==> src/rtl/loader_pkg.sv <==
// Shared definitions for the boot-time instruction-memory loader.
//   state_t : loader FSM states (LEN, DATA, SUM, ACK, DONE, ERR)
//   ACK_OK  : acknowledge byte sent to the host on a successful load
//   ACK_ERR : acknowledge byte sent to the host on a rejected load
package loader_pkg;

    typedef enum logic [2:0] {
        ST_LEN,
        ST_DATA,
        ST_SUM,
        ST_ACK,
        ST_DONE,
        ST_ERR
    } state_t;

    localparam logic [7:0] ACK_OK  = 8'hAA;
    localparam logic [7:0] ACK_ERR = 8'hEE;

endpackage

==> src/rtl/byte_assembler.sv <==
// Packs a stream of bytes into little-endian 32-bit words.
// Ports:
//   clk, reset_n : system clock, asynchronous active-low reset
//   byte_valid   : a byte is accepted this cycle
//   byte_data    : the accepted byte
//   word         : assembled word; valid only while word_valid is high
//   word_valid   : high in the cycle the 4th byte of a word is accepted
// The first byte lands in bits [7:0]. The word is presented combinationally
// with the 4th byte so the parent can register it in the same cycle.
module byte_assembler (
    input  logic        clk,
    input  logic        reset_n,
    input  logic        byte_valid,
    input  logic [7:0]  byte_data,
    output logic [31:0] word,
    output logic        word_valid
);

    logic [1:0]  byte_cnt;
    logic [23:0] shift;

    always_ff @(posedge clk or negedge reset_n) begin
        if (!reset_n) begin
            byte_cnt <= 2'd0;
            shift    <= 24'd0;
        end else if (byte_valid) begin
            byte_cnt <= byte_cnt + 2'd1;
            // Shift right so the oldest byte ends up in the low bits.
            shift    <= {byte_data, shift[23:8]};
        end
    end

    assign word_valid = byte_valid && (byte_cnt == 2'd3);
    assign word       = {byte_data, shift};

endmodule

==> src/rtl/program_loader.sv <==
// Boot-time writer for the CPU instruction memory.
// Receives a word count N and N little-endian words from the UART receiver,
// writes them to consecutive word addresses, then sends one acknowledge byte
// (0xAA success / 0xEE error) and raises the sticky load_done or load_error.
// Ports:
//   clk, reset_n          : system clock, asynchronous active-low reset
//   rx_valid/rx_data      : received byte in, rx_ready = accepted
//   tx_valid/tx_data      : acknowledge byte out, tx_ready = taken
//   mem_we/addr/wdata     : registered single-cycle instruction-memory write
//   load_done/load_error  : sticky completion status until reset
// Build option: define PROGRAM_LOADER_CHECKSUM_EN to require a trailing XOR
// checksum byte over all data bytes.
//
// state | meaning
// LEN   | collecting the 4-byte word count
// DATA  | collecting words, one memory write per word
// SUM   | waiting for the checksum byte (checksum build only)
// ACK   | presenting the acknowledge byte
// DONE  | load succeeded, idle until reset
// ERR   | load rejected, idle until reset
module program_loader
    import loader_pkg::*;
#(
    parameter int ADDR_W = 15
) (
    input  logic              clk,
    input  logic              reset_n,
    input  logic              rx_valid,
    input  logic [7:0]        rx_data,
    output logic              rx_ready,
    output logic              tx_valid,
    output logic [7:0]        tx_data,
    input  logic              tx_ready,
    output logic              mem_we,
    output logic [ADDR_W-1:0] mem_addr,
    output logic [31:0]       mem_wdata,
    output logic              load_done,
    output logic              load_error
);

    // One extra bit over the word index so N == MAX_WORDS does not wrap.
    localparam int          CW        = ADDR_W - 1;
    localparam logic [31:0] MAX_WORDS = 32'd1 << (ADDR_W - 2);

    state_t        state;
    logic [CW-1:0] word_idx;
    logic [CW-1:0] last_idx;
    logic          err;
    logic          take;
    logic          asm_valid;
    logic [31:0]   asm_word;
`ifdef PROGRAM_LOADER_CHECKSUM_EN
    logic [7:0]    xor_acc;
`endif

    assign take = rx_valid && rx_ready && (state == ST_LEN || state == ST_DATA);

    byte_assembler u_asm (
        .clk        (clk),
        .reset_n    (reset_n),
        .byte_valid (take),
        .byte_data  (rx_data),
        .word       (asm_word),
        .word_valid (asm_valid)
    );

    always_ff @(posedge clk or negedge reset_n) begin
        if (!reset_n) begin
            state      <= ST_LEN;
            word_idx   <= '0;
            last_idx   <= '0;
            err        <= 1'b0;
            rx_ready   <= 1'b0;
            tx_valid   <= 1'b0;
            tx_data    <= 8'd0;
            mem_we     <= 1'b0;
            mem_addr   <= '0;
            mem_wdata  <= 32'd0;
            load_done  <= 1'b0;
            load_error <= 1'b0;
`ifdef PROGRAM_LOADER_CHECKSUM_EN
            xor_acc    <= 8'd0;
`endif
        end else begin
            mem_we <= 1'b0;
            case (state)
                ST_LEN: begin
                    rx_ready <= 1'b1;
                    if (asm_valid) begin
                        if (asm_word > MAX_WORDS) begin
                            err      <= 1'b1;
                            rx_ready <= 1'b0;
                            state    <= ST_ACK;
                        end else if (asm_word == 32'd0) begin
`ifdef PROGRAM_LOADER_CHECKSUM_EN
                            state    <= ST_SUM;
`else
                            rx_ready <= 1'b0;
                            state    <= ST_ACK;
`endif
                        end else begin
                            last_idx <= CW'(asm_word - 32'd1);
                            word_idx <= '0;
                            state    <= ST_DATA;
                        end
                    end
                end
                ST_DATA: begin
`ifdef PROGRAM_LOADER_CHECKSUM_EN
                    if (take) xor_acc <= xor_acc ^ rx_data;
`endif
                    if (asm_valid) begin
                        mem_we    <= 1'b1;
                        mem_addr  <= {word_idx[ADDR_W-3:0], 2'b00};
                        mem_wdata <= asm_word;
                        word_idx  <= word_idx + CW'(1);
                        if (word_idx == last_idx) begin
`ifdef PROGRAM_LOADER_CHECKSUM_EN
                            state    <= ST_SUM;
`else
                            rx_ready <= 1'b0;
                            state    <= ST_ACK;
`endif
                        end
                    end
                end
`ifdef PROGRAM_LOADER_CHECKSUM_EN
                ST_SUM: begin
                    if (rx_valid && rx_ready) begin
                        err      <= (rx_data != xor_acc);
                        rx_ready <= 1'b0;
                        state    <= ST_ACK;
                    end
                end
`endif
                ST_ACK: begin
                    // tx_valid rises one cycle after entry, so the last
                    // memory write always precedes the acknowledge.
                    rx_ready <= 1'b0;
                    tx_valid <= 1'b1;
                    tx_data  <= err ? ACK_ERR : ACK_OK;
                    if (tx_valid && tx_ready) begin
                        tx_valid   <= 1'b0;
                        tx_data    <= 8'd0;
                        load_done  <= !err;
                        load_error <= err;
                        state      <= err ? ST_ERR : ST_DONE;
                    end
                end
                ST_DONE, ST_ERR: begin
                    rx_ready <= 1'b0;
                end
                default: begin
                    rx_ready <= 1'b0;
                    state    <= ST_ACK;
                end
            endcase
        end
    end

endmodule
==> config.mk <==
export PLATFORM = sky130hd
export DESIGN_NAME = program_loader
export DESIGN_NICKNAME = d
export VERILOG_FILES = /design/src/rtl/loader_pkg.sv /design/src/rtl/byte_assembler.sv /design/src/rtl/program_loader.sv
export SDC_FILE = /design/constraint.sdc
export NUM_CORES = 1
export LEC_CHECK = 0
export ABC_AREA = 0
export CAP_MARGIN = 20
export CORE_ASPECT_RATIO = 1.75
export CORE_MARGIN = 5
export CORE_UTILIZATION = 54
export CTS_BUF_LIST = sky130_fd_sc_hd__clkbuf_16
export CTS_CLUSTER_SIZE = 12
export DETAILED_ROUTE_END_ITERATION = 10
export GPL_ROUTABILITY_DRIVEN = 0
export PLACE_DENSITY = 0.79
export REMOVE_ABC_BUFFERS = 1
export SLEW_MARGIN = 20
export SYNTH_ARGS = -nofsm -noshare
export SYNTH_HDL_FRONTEND = slang
export SYNTH_SLANG_ARGS = --single-unit
==> constraint.sdc <==
create_clock -name clk -period 2.85 [get_ports clk]
set_clock_uncertainty 0.1 [all_clocks]
set_input_delay 0.7125 -clock clk [delete_from_list [all_inputs] [get_ports clk]]
set_output_delay 0.7125 -clock clk [all_outputs]
set_load 0.02 [all_outputs]
-- Word level (Yosys, flattened, before mapping)
Index checks and enable logic that the tools add are counted.
- flip-flop bits (word level): 116
- bits in latches: 0
- memory bits (writable): 0
- memory bits (read-only): 0
- bits of input ports: 12
- output and inout port bits: 60
- word-level logic and storage cells: 74
- memories kept: 0
- add/subtract/negate cells: 3
- $mul: 0
- divide/modulo/power cells: 0
- magnitude comparators: 1
- equality and inequality tests: 12
- shift-type cells: 0
- muxes and demuxes: 24
- bitwise operators: 3
- reduce and logical (&&, ||, !) cells: 17
- operator list (operator ; number):
    two-way mux 14 bit ; 4
    greater-than comparator 32 x 14 -> 1 bit (second input constant) ; 1
    zero test 32 bit ; 1
    case mux 14 bit (2 select lines) ; 1
    adder 14 x 1 -> 14 bit (second input constant) ; 1
    equality test 14 bit ; 1
    subtractor 14 x 1 -> 14 bit (second input constant) ; 1
    two-way mux 3 bit ; 4
    case mux 3 bit (4 select lines) ; 1
    inequality test 2 bit (second input constant) ; 5
    AND reduction 5 bit ; 2
    two-way mux 1 bit ; 9
    two-way mux 8 bit ; 1
    two-way mux 7 bit ; 1
    equality test 3 bit (second input constant) ; 2
    AND reduction 2 bit ; 3
    logical AND 1 bit ; 4
    two-way mux 2 bit ; 2
    AND reduction 4 bit ; 1
    equality test 3 x 1 -> 1 bit (second input constant) ; 1
    equality test 3 x 2 -> 1 bit (second input constant) ; 1
    zero test 3 bit ; 1
    inverter 1 bit ; 3
    AND reduction 3 bit ; 1
    other kinds (8) ; 8

-- Longest topological paths before layout
Gate-level depths: netlist of run 1.
- depth after elaboration: 6
- mapped depth: 8
- depth with buffers taken out: 7

-- Modules after synthesis
Synthesis of run 1 repeated with hierarchy kept, for this count alone.
- cells, all modules: 492
- area total of the unflattened synthesis: 5187.5 um2
- modules (own cells, without submodules) (module ; times used ; cells each ; area each (um2) ; sequential area each (um2)):
    program_loader ; 1 ; 427 ; 4048.9 ; 2077.0
    byte_assembler ; 1 ; 65 ; 1138.6 ; 650.6

-- Worst setup path after synthesis of run 1
Ideal clock, no wire load.
- path kind: input-to-reg
- start point: input port rx_data[2]
- end point: register word_idx[10]
- library setup time: 0.119 ns
- arrival: 2.255 ns
- required time: 2.631 ns
- path slack: 0.376 ns
- stages: 5
- buffers on the path: 1
- cell sequence: or4_1 or3_1 a211o_1 buf_6 a21bo_1
- cells in the longest elaborated chain, start to end: 3
- elaborated cells on any way between the ends: 5
- classes of those cells: order compare (1); eq/ne (2); reduce/logical (2)
- ends and longest elaborated chain (element ; line ; text):
    start, declared ; program_loader.sv:29 ; input logic [7:0] rx_data,
    greater-than comparator 32 x 14 -> 1 bit or zero test 32 bit (tied branches) ; program_loader.sv:90, program_loader.sv:94 ;
    inequality test 2 bit (no line) ; -- ;
    AND reduction 5 bit (no line) (*) ; -- ;
    end signal, assigned ; program_loader.sv:116 ; word_idx <= word_idx + CW'(1);
    end, declared ; program_loader.sv:46 ; logic [CW-1:0] word_idx;
Every way passes the cells marked *; elsewhere a longest branch is shown, timed or not.
A chain may end at the register's enable or synchronous reset.

-- Final worst setup path of run 1
- start point: input port rx_data[2]
- end point: register word_idx[1]
Same word-level chain as after synthesis.

==> impl_metrics.env, run 1 <==
export IMPL_cts_clk_slew_worst_paths_ns=0.07
export IMPL_route_met3_wl_um=373
export IMPL_post_synthesis_area_per_instance_um2=12.72
export IMPL_timing_final_crit_share_pct=95.73
export IMPL_cts_resized=0
export IMPL_crit_path_cell_trace="clkdlybuf4s50_1 > or4_1 > or3_1 > a211o_1 > buf_4 > a22o_1"
export IMPL_seq_power_share_pct=55.2
export IMPL_die_width_um=82.55
export IMPL_grt_start_max_net_pins=110
export IMPL_switching_share_of_power_pct=20.30
export IMPL_most_common_layout_cells="109 x sky130_fd_sc_hd__dfrtp_1, 82 x sky130_fd_sc_hd__mux2_2, 66 x sky130_fd_sc_hd__clkdlybuf4s50_1, 22 x sky130_fd_sc_hd__nand2_1, 20 x sky130_fd_sc_hd__xnor2_1"
export IMPL_pwr_share_comb_pct=2.1
export IMPL_critical_path_required_ns=2.99
export IMPL_remaining_drc_errors=0
export IMPL_clockPowerShare_pct=42.7
export IMPL_number_of_global_route_vias_before_repair=3489
export IMPL_core_um2=9036
export IMPL_power_static_leakage_nw=2.896
export IMPL_chipHeight_um=137.0
export IMPL_report_final_setup_viol=0
export IMPL_routed_wl_met2_um=5858
export IMPL_cts_hold_buffers_added=0
export IMPL_initial_utilization_pct=55.04
export IMPL_top_signal_layer_used="met4"
export IMPL_grt_antenna_before_repair=0
export IMPL_clock_tree_htree_level_count=3
export IMPL_setup_worst_path_class="in -> reg"
export IMPL_slowest_stage="sky130_fd_sc_hd__or4_1"
export IMPL_slew_viol_final=0
export IMPL_worstHoldPathType="in -> async"
export IMPL_portbufs=67
export IMPL_rsz0062_at_grt="false"
export IMPL_detail_route_first_pass_iterations=4
export IMPL_fraction_of_final_layout_cells_with_drive_strength_greater_than_1_pct=25.81
export IMPL_final_critical_path_time_including_i_o_delays_and_setup_ns=2.728
export IMPL_final_antenna_net_count=0
export IMPL_routed_wirelength_um=10330
export IMPL_final_nets=476
export IMPL_timing_worst_slew_pin_value_ns=0.5690
export IMPL_m1WireLength_um=3757
export IMPL_critPathLaunchType="input port"
export IMPL_worst_setup_end_kind="register"
export IMPL_io_pins=72
export IMPL_pwr_density_cell_nw_per_um2=460.7
export IMPL_cts_inserted_buffers=9
export IMPL_stdcell_area_um2=6082
export IMPL_finalWorstSetupSlack_ns=0.1218
export IMPL_insertion_delay_of_the_later_clocked_pin_in_the_worst_skew_pair_ns=0.35
export IMPL_cts_repair_timing_setup_buffer_count=0
export IMPL_synth_ff_latch_count=109
export IMPL_final_common_cell="sky130_fd_sc_hd__dfrtp_1"
export IMPL_antennaDiodeCount=0
export IMPL_grt_use_total_pct=20.20
export IMPL_layout_area_seq_um2=2728
export IMPL_clock_fmax_mhz=366.5
export IMPL_hpwlAfterDp_um=7390
export IMPL_synth_warning_count=0
export IMPL_synth_seq_area_share_pct=54.84
export IMPL_placed_cell_area_um2=5799
export IMPL_cap_violations=0
export IMPL_clock_root_buffer="sky130_fd_sc_hd__clkbuf_16"
export IMPL_outcome="complete, no violations"
export IMPL_tritoncts_num_sinks=109
export IMPL_grt_first_pass_wirelength_um=17280
export IMPL_area_delta_synth_final_pct=22.29
export IMPL_slowest_delay_ns=0.59
export IMPL_synthCells=391
export IMPL_detailedPlace_worstSlack_ns=-0.2501
export IMPL_layout_filler_cells=711
export IMPL_max_slew_margin_rel_pct=62.06
export IMPL_drt_vias_per_instance=5.679
export IMPL_placement_rows=46
export IMPL_vdd_ir_drop_max_v=0.0005051
export IMPL_synthDistinctLibCells=48
export IMPL_vias=3322
export IMPL_synth_cell_area_um2=4974
export IMPL_totalPowerFinal_mw=2.802
export IMPL_final_core_utilization_pct=67.31
export IMPL_dr_first_iter_drc_count=160
export IMPL_dieArea_um2=11310
export IMPL_routed_wire_length_per_instance_um=17.65
export IMPL_arrival_ns=2.87
export IMPL_multiInputGateArea_um2=2072
export IMPL_ctsLongestPathBuffers=2
export IMPL_setup_tns_ns=0
export IMPL_critical_path_max_fanout=6
export IMPL_cts_tree="yes"
export IMPL_power_net_switching_mw=0.5688
export IMPL_globalRoute_totalOverflow=0
export IMPL_hold_viol_final=0
export IMPL_cellInternalPower_mw=2.233
cell usage after synthesis (all sizes together):
master | count | area [um^2]
buf | 21 | 145.1
nor4 | 7 | 58.81
a21bo | 1 | 10.01
nand3 | 10 | 55.05
o31ai | 2 | 15.01
nor3 | 10 | 50.05
nor2b | 1 | 6.260
or3 | 4 | 30.03
o21a | 1 | 7.510
a22o | 1 | 8.760
dfrtp | 109 | 2728
or4 | 3 | 26.27
and4bb | 1 | 12.51
a32oi | 1 | 8.760
o311a | 1 | 10.01
a21o | 5 | 37.54
mux2i | 3 | 30.03
and4 | 2 | 17.52
clkbuf | 6 | 22.52
nor4b | 1 | 8.760
and2 | 1 | 6.260
o2bb2ai | 6 | 52.55
mux2 | 84 | 953.4
a31oi | 3 | 18.77
inv | 5 | 18.77
xnor2 | 20 | 175.2
and3 | 4 | 25.02
nand2b | 2 | 12.51
xor2 | 6 | 52.55
nand2 | 22 | 82.58
conb | 1 | 3.750
ha | 4 | 50.05
nor2 | 12 | 45.04
nor3b | 3 | 22.52
a211o | 2 | 17.52
a41oi | 2 | 17.52
or2 | 2 | 12.51
o21ai | 6 | 30.03
a21oi | 9 | 45.04
nand4 | 7 | 43.79
power by group through the flow:
stage | logic, mW | registers [mW] | clock network (mW)
after floorplan | 0.00605 | 1.58 | 0
after global placement | 0.0601 | 1.58 | 0
after detailed placement | 0.0617 | 1.58 | 0
after CTS | 0.0622 | 1.55 | 1.22
after global routing | 0.0684 | 1.54 | 1.28
final | 0.0598 | 1.55 | 1.20
routing by layer:
| metal | vias to the layer above | global-route usage, % |
|---|---|---|
| li1 | 1542 | - |
| met2 | 86 | 36.12 |
| met3 | 23 | 4.480 |
| met4 | 0 | 9.000 |
| met1 | 1671 | 22.19 |
| met5 | - | 0 |
worst paths after layout:
| path | from | endpoint | slack [ns] | cells after the start |
|---|---|---|---|---|
| worst max-delay path | rx_data[2] | word_idx[1]$_DFFE_PN0P_ | 0.12 | 6 |
| worst min-delay path | reset_n | mem_wdata[29]$_DFFE_PN0P_ | 0.33 | 2 |
| worst max register to register | u_asm.shift[0]$_DFFE_PN0P_ | word_idx[1]$_DFFE_PN0P_ | 0.42 | 8 |
| worst min register to register | load_done$_DFFE_PN0P_ | load_done$_DFFE_PN0P_ | 0.38 | 1 |
| max in group asynchronous | reset_n | mem_wdata[1]$_DFFE_PN0P_ | 1.89 | 2 |
| min in group clk | load_done$_DFFE_PN0P_ | load_done$_DFFE_PN0P_ | 0.38 | 1 |
critical path: cells and delay by family:
kind	cells	cell delay, ns
simple gates	2	1.02
compound gates	2	0.54
buf+inv	2	0.60
sequential cells by signal, indices dropped and copies added (netlist names):
register and flops:
mem_addr 13, rx_ready 1, mem_we 1, err 1, u_asm.byte_cnt 2, tx_data 2
load_done 1, u_asm.shift 24, last_idx 14, state 3, mem_wdata 32, load_error 1
word_idx 14
cell families (layout without fill, tap and decap cells):
kind of cell / after synthesis / after routing / synth area share [%]
xor+xnor: 26 / 26 / 4.579
fa+ha+maj: 4 / 4 / 1.006
mux: 87 / 87 / 19.77
other cells: 1 / 4 / 0.07540
flops: 109 / 109 / 54.84
compound gates: 40 / 40 / 5.610
buf+inv: 32 / 103 / 3.748
simple gates: 92 / 92 / 10.36
area by class of cell:
type / instances / area share, %
multi-input combinational: 253 / 34.07
clock inverter: 7 / 0.9463
tap: 120 / 2.469
timing repair buffer: 82 / 13.66
clock buffer: 9 / 3.703
inverter: 5 / 0.3086
sequential: 109 / 44.85
stage by stage:
step,instances,hold slack [ns]
global placement,569,0.3609
floorplan,367,0.3169
CTS,585,0.3620
detailed placement,569,0.3688
global route,585,0.3728
finish,585,0.3298
Note: power is estimated with default switching activity, not from simulation.
==> run 2: changes to the inputs <==
- CORE_UTILIZATION: 54 -> 55
- PLACE_DENSITY: 0.79 -> 0.8
- SYNTH_HIERARCHICAL: unset -> 1
==> run 2 against run 1 <==
Synthesized cell count is 26% higher. Count of clock-buffer cells in the layout stayed put. Sequential share of layout area is 2.0 points lower. Non-clock buffer count is 12 higher. Combinational power is 6.5% higher. Critical path depth is 2 higher. Routed wire length is 16% higher. Fmax is 0.66% higher. Total power is 4.7% higher. Worst setup slack better by 0.018 ns. Die area is 2.2% higher. Sequential cell count stayed put. Largest cell class unchanged. Highest routed layer unchanged.
==> impl_metrics.env, run 2 <==
export IMPL_outcome="complete, no violations"
export IMPL_chipHeight_um=138.5
export IMPL_crit_buf_inv=2
export IMPL_pwr_density_cell_nw_per_um2=461.3
export IMPL_pwr_share_comb_pct=2.2
export IMPL_switching_share_of_power_pct=20.43
export IMPL_stdcell_area_um2=6360
export IMPL_globalRoute_totalOverflow=0
export IMPL_critical_path_required_ns=2.99
export IMPL_grt_use_total_pct=21.39
export IMPL_synth_warning_count=6
export IMPL_synthMostInstantiatedCell="sky130_fd_sc_hd__nand2_1"
export IMPL_slowest_delay_ns=0.47
export IMPL_cellInternalPower_mw=2.334
export IMPL_yosys_area_top_type_share_pct=52.58
export IMPL_final_core_utilization_pct=68.02
export IMPL_largest_registers="mem_wdata: 32 flops, u_asm/shift: 24 flops"
export IMPL_fin_worst_hold_slack_ns=0.1992
export IMPL_yosys_area_share_simple_pct=17.82
export IMPL_seq_power_share_pct=52.7
export IMPL_placed_cell_area_um2=5987
export IMPL_portbufs=67
export IMPL_cts_inserted_buffers=9
export IMPL_die_width_um=83.42
export IMPL_critPathLaunchType="register"
export IMPL_synth_xor_area_share_pct=4.703
export IMPL_cts_tree="yes"
export IMPL_final_critical_path_time_including_i_o_delays_and_setup_ns=2.710
export IMPL_synthDistinctLibCells=56
export IMPL_fraction_of_final_layout_cells_with_drive_strength_greater_than_1_pct=16.73
export IMPL_final_antenna_net_count=0
export IMPL_grt_antenna_before_repair=0
export IMPL_dr_first_iter_drc_count=196
export IMPL_cts_resized=0
export IMPL_synth_ff_latch_count=109
export IMPL_clock_fmax_mhz=369.0
export IMPL_r2r_worst_path_cells=8
export IMPL_worst_path_dominant_cell_family="simple AND/OR/NAND/NOR gates"
export IMPL_totalPowerFinal_mw=2.934
export IMPL_grt_start_max_net_pins=55
export IMPL_synth_cell_area_um2=5187
export IMPL_r2r_start="u_asm/shift[0]$_DFFE_PN0P_"
export IMPL_drt_vias_per_instance=5.526
export IMPL_hpwlAfterDp_um=8534
export IMPL_max_slew_margin_rel_pct=52.14
export IMPL_timing_worst_slew_pin_value_ns=0.7180
export IMPL_cap_violations=0
export IMPL_cts_hold_buffers_added=0
export IMPL_power_static_leakage_nw=3.078
export IMPL_ctsLongestPathBuffers=2
export IMPL_initial_utilization_pct=55.48
export IMPL_number_of_global_route_vias_before_repair=4062
export IMPL_arrival_ns=2.85
export IMPL_setup_worst_path_class="reg -> reg"
export IMPL_power_net_switching_mw=0.5994
export IMPL_dieArea_um2=11550
export IMPL_clockPowerShare_pct=45.1
export IMPL_critical_path_max_fanout=4
export IMPL_cts_repair_timing_setup_buffer_count=0
export IMPL_r2r_slack_ns=0.14
export IMPL_post_synthesis_compound_gate_area_fraction_pct=6.971
export IMPL_grt_first_pass_wirelength_um=19870
export IMPL_timing_final_crit_share_pct=95.10
export IMPL_placed_cells_incl_taps=673
export IMPL_postSynth_topFlopCell="sky130_fd_sc_hd__dfrtp_1"
export IMPL_most_common_layout_cells="134 x sky130_fd_sc_hd__nand2_1, 109 x sky130_fd_sc_hd__dfrtp_1, 60 x sky130_fd_sc_hd__clkdlybuf4s50_1, 30 x sky130_fd_sc_hd__mux2_4, 27 x sky130_fd_sc_hd__o21ai_0"
export IMPL_flip_flop_count_of_the_largest_register_all_copies_and_words_added=32
export IMPL_worst_r2r_endpoint="last_idx[5]$_DFFE_PN0P_"
export IMPL_synthTopCellsByArea="sky130_fd_sc_hd__dfrtp_1 53%, sky130_fd_sc_hd__nand2_1 9.8%, sky130_fd_sc_hd__mux2_4 7.8%"
export IMPL_slowest_stage="sky130_fd_sc_hd__or3b_2"
export IMPL_detail_route_first_pass_iterations=4
export IMPL_worst_setup_end_kind="register"
export IMPL_routed_wire_length_per_instance_um=17.43
export IMPL_cts_clk_slew_worst_paths_ns=0.07
export IMPL_synth_largest_area_cell="sky130_fd_sc_hd__dfrtp_1"
export IMPL_placement_rows=47
export IMPL_routed_wirelength_um=12030
export IMPL_hold_viol_final=0
export IMPL_slew_viol_final=0
export IMPL_crit_path_cell_trace="inv_1 > ha_1 > or3b_2 > nor4_4 > xor2_2 > nor4_4 > buf_4 > mux2_4"
export IMPL_final_common_cell="sky130_fd_sc_hd__nand2_1"
export IMPL_insertion_delay_of_the_later_clocked_pin_in_the_worst_skew_pair_ns=0.34
export IMPL_clock_tree_htree_level_count=3
export IMPL_synth_top_family_by_area="simple AND/OR/NAND/NOR gates"
export IMPL_synthCells=492
export IMPL_vias=3813
export IMPL_worstHoldPathType="in -> async"
export IMPL_synth_seq_area_share_pct=52.58
export IMPL_vdd_ir_drop_max_v=0.0004209
export IMPL_post_synthesis_area_per_instance_um2=10.54
export IMPL_timing_critical_path_mode_cell="sky130_fd_sc_hd__nor4_4"
export IMPL_report_final_setup_viol=0
export IMPL_antennaDiodeCount=0
export IMPL_final_cell_count_no_fill=690
export IMPL_tritoncts_num_sinks=109
export IMPL_area_delta_synth_final_pct=22.60
export IMPL_largest_register="mem_wdata"
export IMPL_synth_commonest_cells="135 x sky130_fd_sc_hd__nand2_1, 109 x sky130_fd_sc_hd__dfrtp_1, 27 x sky130_fd_sc_hd__mux2_4, 27 x sky130_fd_sc_hd__o21ai_0"
export IMPL_io_pins=72
export IMPL_final_nets=579
export IMPL_clock_root_buffer="sky130_fd_sc_hd__clkbuf_16"
export IMPL_synth_adder_area_share_pct=0.9648
export IMPL_synth_edf_count=0
export IMPL_core_um2=9350
export IMPL_postSynth_asyncResetShare_pct=100.0
export IMPL_path_depth=8
export IMPL_synth_mux_area_fraction_pct=10.81
export IMPL_remaining_drc_errors=0
[run 2: cell count changes in the layout (fill, tap and decap cells not counted), moves of 4 or more]
cell and change:
sky130_fd_sc_hd__a21o_1 -4, sky130_fd_sc_hd__a22oi_1 +5, sky130_fd_sc_hd__buf_4 +12, sky130_fd_sc_hd__clkdlybuf4s50_1 -6, sky130_fd_sc_hd__dlymetal6s2s_1 +6, sky130_fd_sc_hd__inv_1 +10, sky130_fd_sc_hd__mux2_2 -73, sky130_fd_sc_hd__mux2_4 +28
sky130_fd_sc_hd__nand2_1 +112, sky130_fd_sc_hd__nor2_1 -4, sky130_fd_sc_hd__o21ai_0 +21, sky130_fd_sc_hd__o22ai_1 +4, sky130_fd_sc_hd__o2bb2ai_1 -6
[run 2: kinds of logic after synthesis]
kind of cell,after synthesis
fa+ha+maj,4
flops,109
simple gates,198
buf+inv,53
compound gates,59
xor+xnor,27
other cells,1
mux,41
[run 2: metal layers]
metal	up-vias	GRT usage, %	routed length (um)
met3	30	4.583	514
met5	-	0	0
li1	1794	-	-
met4	0	9.237	396
met1	1870	22.92	4479
met2	119	39.85	6640
[run 2: power by group through the flow]
stage | combinational, mW | clock [mW] | sequential (mW)
after global placement | 0.0644 | 0 | 1.58
after detailed placement | 0.0660 | 0 | 1.58
after floorplan | 0.00607 | 0 | 1.58
final | 0.0637 | 1.32 | 1.55
after global routing | 0.0735 | 1.41 | 1.54
after CTS | 0.0662 | 1.34 | 1.55
[run 2: worst max-delay path by stage]
stage	startpoint	endpoint	slack (ns)
finish	u_asm/shift[0]$_DFFE_PN0P_	last_idx[5]$_DFFE_PN0P_	0.14
global route	u_asm/shift[0]$_DFFE_PN0P_	last_idx[5]$_DFFE_PN0P_	-0.04
CTS	rx_data[4]	last_idx[12]$_DFFE_PN0P_	0.003
detailed placement	rx_data[4]	last_idx[12]$_DFFE_PN0P_	-0.34
global placement	rx_data[4]	last_idx[9]$_DFFE_PN0P_	-0.30
floorplan	rx_valid	word_idx[1]$_DFFE_PN0P_	-1.71
[run 2: per-stage QoR]
step	worst slack [ns]	setup TNS [ns]
global placement	-0.3011	-5.636
detailed placement	-0.3436	-6.924
CTS	0.003416	0
floorplan	-1.708	-89.36
global route	-0.04469	-0.2328
finish	0.1396	0
[run 2: final cells by class]
cell class,instances,area (um^2)
Clock buffer,9,225.2
Clock inverter,7,90.09
Fill cell,671,2990
Inverter,16,60.06
Multi-Input combinational cell,333,2186
Sequential cell,109,2728
Tap cell,122,152.6
Timing Repair Buffer,94,918.4
